File: config.mk
export PLATFORM = sky130hd
export DESIGN_NAME = uart_tx_fifo
export DESIGN_NICKNAME = d
export VERILOG_FILES = /design/src/rtl/uart_tx_fifo.sv
export SDC_FILE = /design/constraint.sdc
export NUM_CORES = 1
export LEC_CHECK = 0
export CORE_MARGIN = 2
export CORE_UTILIZATION = 45
export DETAILED_ROUTE_END_ITERATION = 6
export DONT_BUFFER_PORTS = 1
export GPL_TIMING_DRIVEN = 0
export PLACE_DENSITY = 0.61
export SETUP_SLACK_MARGIN = 0.5
export SYNTH_ARGS = -nofsm -noshare
export SYNTH_HDL_FRONTEND = slang
export SYNTH_SLANG_ARGS = --single-unit
File: constraint.sdc
create_clock -name clk -period 4.2 [get_ports clk]
set_input_delay 0.42 -clock clk [delete_from_list [all_inputs] [get_ports clk]]
set_output_delay 0.42 -clock clk [all_outputs]
set_load 0.05 [all_outputs]
File: src/rtl/uart_tx_fifo.sv
// uart_tx_fifo: PicoBlaze-facing 8N1 UART transmitter with a transmit FIFO.
//   clk             - system clock
//   pb_reset        - asynchronous, active-high reset
//   pb_port_id      - PicoBlaze port_id; writes accepted when equal to PORT
//   pb_out_port     - PicoBlaze out_port data byte
//   pb_write_strobe - PicoBlaze write_strobe
//   tx_buffer_full  - registered, FIFO holds DEPTH bytes
//   tx_half_full    - registered, FIFO holds at least DEPTH/2 bytes
//   tx_busy         - registered, frame in flight or FIFO not empty
//   rs232_tx        - registered serial line, idles high
module uart_tx_fifo #(
  parameter int unsigned CLK_HZ = 100_000_000,
  parameter int unsigned BAUD   = 115200,
  parameter int unsigned DEPTH  = 16,
  parameter logic [7:0]  PORT   = 8'h03
) (
  input  logic       clk,
  input  logic       pb_reset,
  input  logic [7:0] pb_port_id,
  input  logic [7:0] pb_out_port,
  input  logic       pb_write_strobe,
  output logic       tx_buffer_full,
  output logic       tx_half_full,
  output logic       tx_busy,
  output logic       rs232_tx
);

  localparam int unsigned DIV = CLK_HZ / BAUD;
  localparam int unsigned AW  = $clog2(DEPTH);
  localparam int unsigned CW  = AW + 1;
  localparam int unsigned BW  = $clog2(DIV);
  localparam logic [BW-1:0] DIV_LAST = BW'(DIV - 1);
  localparam logic [CW-1:0] FULL_CNT = CW'(DEPTH);
  localparam logic [CW-1:0] HALF_CNT = CW'(DEPTH / 2);

  typedef enum logic [1:0] {IDLE, START, DATA, STOP} state_e;

  state_e          state_q, state_d;
  logic [BW-1:0]   baud_q, baud_d;
  logic [2:0]      bit_q, bit_d;
  logic [7:0]      shift_q, shift_d;
  logic [AW-1:0]   wr_ptr_q, wr_ptr_d;
  logic [AW-1:0]   rd_ptr_q, rd_ptr_d;
  logic [CW-1:0]   count_q, count_d;
  logic [7:0]      mem_q [DEPTH];
  logic [7:0]      mem_d [DEPTH];
  logic            tx_q, tx_d;
  logic            full_q, full_d;
  logic            half_q, half_d;
  logic            busy_q, busy_d;
  logic            accept;
  logic            pop;
  logic            bit_end;

  always_comb begin
    state_d = state_q;
    bit_d   = bit_q;
    shift_d = shift_q;
    pop     = 1'b0;
    bit_end = (baud_q == DIV_LAST);
    // No bypass: a write while full is dropped even if a pop happens this edge.
    accept  = pb_write_strobe && (pb_port_id == PORT) && (count_q < FULL_CNT);
    baud_d  = ((state_q == IDLE) || bit_end) ? '0 : baud_q + BW'(1);

    case (state_q)
      IDLE: begin
        if (count_q != '0) begin
          pop     = 1'b1;
          state_d = START;
        end
      end
      START: begin
        if (bit_end) begin
          state_d = DATA;
          bit_d   = '0;
        end
      end
      DATA: begin
        if (bit_end) begin
          shift_d = {1'b0, shift_q[7:1]};
          bit_d   = bit_q + 3'd1;
          if (bit_q == 3'd7) state_d = STOP;
        end
      end
      STOP: begin
        // Chain straight into the next start bit when data is waiting.
        if (bit_end) begin
          if (count_q != '0) begin
            pop     = 1'b1;
            state_d = START;
          end else begin
            state_d = IDLE;
          end
        end
      end
      default: state_d = IDLE;
    endcase

    if (pop) shift_d = mem_q[rd_ptr_q];

    mem_d = mem_q;
    if (accept) mem_d[wr_ptr_q] = pb_out_port;
    wr_ptr_d = accept ? wr_ptr_q + AW'(1) : wr_ptr_q;
    rd_ptr_d = pop ? rd_ptr_q + AW'(1) : rd_ptr_q;

    count_d = count_q;
    if (accept && !pop)      count_d = count_q + CW'(1);
    else if (!accept && pop) count_d = count_q - CW'(1);

    // Line and flags are registered from next-state values so they change on
    // the same edge as the state/count they describe.
    case (state_d)
      START:   tx_d = 1'b0;
      DATA:    tx_d = shift_d[0];
      default: tx_d = 1'b1;
    endcase
    full_d = (count_d == FULL_CNT);
    half_d = (count_d >= HALF_CNT);
    busy_d = (state_d != IDLE) || (count_d != '0);
  end

  always_ff @(posedge clk or posedge pb_reset) begin
    if (pb_reset) begin
      state_q  <= IDLE;
      baud_q   <= '0;
      bit_q    <= '0;
      shift_q  <= '0;
      wr_ptr_q <= '0;
      rd_ptr_q <= '0;
      count_q  <= '0;
      tx_q     <= 1'b1;
      full_q   <= 1'b0;
      half_q   <= 1'b0;
      busy_q   <= 1'b0;
    end else begin
      state_q  <= state_d;
      baud_q   <= baud_d;
      bit_q    <= bit_d;
      shift_q  <= shift_d;
      wr_ptr_q <= wr_ptr_d;
      rd_ptr_q <= rd_ptr_d;
      count_q  <= count_d;
      tx_q     <= tx_d;
      full_q   <= full_d;
      half_q   <= half_d;
      busy_q   <= busy_d;
    end
  end

  // Storage needs no reset; pointer/count reset discards its contents.
  always_ff @(posedge clk) begin
    mem_q <= mem_d;
  end

  assign rs232_tx       = tx_q;
  assign tx_buffer_full = full_q;
  assign tx_half_full   = half_q;
  assign tx_busy        = busy_q;

endmodule

==> key figures <==
Clock network
  – Reg clk slew, reported paths: ~0.070 ns
  – Max H-tree Level: 4
  – Post-CTS setup buffers: 0
  – Hold-fix buffers, CTS: 0
  – CTS tree: built
  – Total CTS buffers: 17
  – Sink Count: about 170
  – Clock Latency Late Sink: 0.43 ns
  – CTS root buffer: clkbuf_16
  – # resized after CTS: 0
  – CTS max path bufs: 2

Synthesis
  – Synthesized area: 0.00701 sq mm
  – Mapped Nets: 433
  – Post-synth cell types: 50
  – Asr flop ratio synth: a little under a quarter
  – Average size of a mapped cell: between 15 and 20 sq um
  – Post-synthesis sequential area ratio: 69.2%
  – Synth warn: 0
  – Synth Flop Type: edfxtp_1
  – Post-synth EDFFs: 128
  – Post-synthesis cell count: around 400
  – Yosys reg bits: 168

Timing
  – Worst slew pin tran: between 0.9 and 1 ns
  – Post-route setup TNS: 0 ns
  – RSZ-0062 raised after global routing: false
  – Max_slew headroom: approximately two fifths
  – F_max: 0.371 GHz
  – Final Max Tran Viols: 0
  – Final setup vio count: 0
  – Final Critical Period: ~2.7 ns
  – Max Clock Skew: about 0.0092 ns
  – Final WS setup: approximately 1.5 ns
  – Final Hold Viols: 0
  – Tcrit/Tclk final: around 64%

Finish
  – Fillcell total: 1219
  – Commonest non-fill, non-tap cell in the layout: edfxtp_1
  – Share of post-route cells with drive strength above 1: 21.8%
  – Area Growth Syn to Fin: 12.0%
  – ANT cells: 0
  – Most frequent cells in the layout: edfxtp_1, mux4_2, dfrtp_1, nor2_1, nand2_1
  – Nets: approximately 450
  – Fin cells: between 600 and 700

Global route
  – GR Util All Layers: between 10% and 20%
  – First-pass GRT wire length: approximately 20000 um
  – Total grt overflow: 0
  – Initial antenna violation count: 0
  – Number of global-route vias before repair: 3549
  – Largest net degree at the start of global routing: 41

Place
  – Cells after DPL: between 500 and 600
  – Setup WS pre-CTS: around 1.4 ns
  – Count of input and output buffers: 0
  – Post-DP HPWL: between 8000 and 9000 um
  – Final GP Congestion: 0.746

Pwr
  – Total power: between 3 and 4 mW
  – Leakage: 2.74 nW
  – Peak VDD IR: 0.000310 V
  – PwrDens: 421 mW/mm^2

Job
  – Max_cap viols: 0

Setup path
  – Setup crit end kind: register
  – Worst r2r src: count_q[0]
  – Critical path class: reg -> reg
  – Critical Path Start Type: register
  – WP data arrival: around 3.0 ns
  – CP max FO: 6
  – Worst Setup SP: count_q[0]
  – CP Data Required Time: 4.50 ns

Die
  – Die height: 129 um
  – Core Footprint: between 0.015 and 0.02 sq mm
  – I/O pin total: 23
  – Die Span X: 129 um
  – Die Footprint: approximately 0.017 sq mm
  – Rows: 45
  – Initial core utilization: about 46%

Detailed routing
  – Met1 WL: roughly 5300 um
  – Via density: 5.68
  – Antenna Violating Nets Remaining: 0
  – Final wirelength: 12600 um
  – DRT iter0 DRCs: 217
  – Top layer in use: met4
  – Routed length per instance: between 20 and 25 um
  – Routed wl met2: roughly 6400 um
  – Via count: ~3500
  – Drt drc: 0
  – Met3 routed WL: roughly 680 um
  – TritonRoute pass-1 iters: 7

Min path
  – Worst hold path type: in -> async

Outcome
  – Status: complete, no violations
cell type report:
type	count	area [sq um]	share of cell area [%]
well taps	188	235	3.00
clock buffers	17	425	5.42
inverters	11	41.3	0.526
flip-flops and latches	168	4850	61.8
multi-input cells	202	2060	26.3
clock inverters	15	158	2.01
plain buffers	18	75.1	0.957
metrics by stage:
stage | util [%] | area, sq um | hold slack [ns]
final | 51.6 | 7840 | 0.0432
after global routing | 51.6 | 7840 | 0.0542
after CTS | 51.6 | 7840 | 0.0611
after detailed placement | 47.8 | 7260 | 0.496
after global placement | 47.6 | 7240 | 0.480
after floorplan | - | 7010 | 0.468
logic make-up (layout without fill, tap and decap cells):
logic type,after synthesis,in the layout,synth area share (%)
flip-flops,168,168,69.2
AND/OR/NAND/NOR,89,89,6.61
multiplexers,51,51,14.5
AO/OA/AOI/OAI,30,30,3.29
buffers and inverters,29,61,1.66
XOR/XNOR,17,17,2.13
adder cells (fa/ha/maj),15,15,2.68
state kept, by name (all words and copies together), names as in the netlist:
name            flops
tx_half_full        1
rs232_tx            1
rd_ptr_q            4
baud_q             10
count_q             5
shift_q             8
mem_q             128
bit_q               3
state_q             2
wr_ptr_q            4
tx_buffer_full      1
tx_busy             1
metal layers:
layer | GRT usage, % | vias to the layer above
li1 | - | 1596
met2 | 27.5 | 85
met5 | 0 | -
met1 | 21.1 | 1820
met4 | 5.75 | 0
met3 | 5.53 | 12
worst paths after layout:
kind	to	slack, ns	cells past startpoint
max in group asynchronous	baud_q[6]	3.61	1
worst max register to register	tx_busy	1.50	9
worst max-delay path	tx_busy	1.50	9
worst min register to register	bit_q[1]	0.50	1
min in group clk	mem_q[13]	0.08	0
worst min-delay path	wr_ptr_q[2]	0.04	1
synth_stat cells (2+ instances only):
library cell  count  area (sq um)
edfxtp_1        128          3840
mux4_2           40           901
dfrtp_1          39           976
nor2_1           28           105
nand2_1          20          75.1
ha_1             15           188
clkbuf_1         11          41.3
o21ai_0          11          55.1
inv_1            10          37.5
nand3_1          10          50.1
mux2i_1           9          90.1
xnor2_1           9          78.8
xor2_1            8          70.1
buf_2             6          30.0
and3_1            5          31.3
nor3_1            4          20.0
nand2b_1          3          18.8
nand4_1           3          18.8
or3_1             3          18.8
a31oi_1           2          12.5
a32o_1            2          20.0
mux2_2            2          22.5
nor4_1            2          12.5
o22a_1            2          17.5
o32a_1            2          20.0
report_power, final:
group | switching [mW] | internal, mW
Sequential | 0.000179 | 1.79
Combinational | 0.00773 | 0.000891
Clock | 0.709 | 0.792
Total | 0.717 | 2.58
critical path, stage by stage, from the launching register on:
cell	delay, ns
dfrtp_1	0.43
inv_1	0.15
ha_1	0.17
nor4b_4	0.33
or2_0	0.31
or4b_1	0.16
and3_1	0.21
inv_2	0.04
or3_1	0.36
or4_1	0.40
Power figures use the tool's default switching activity.
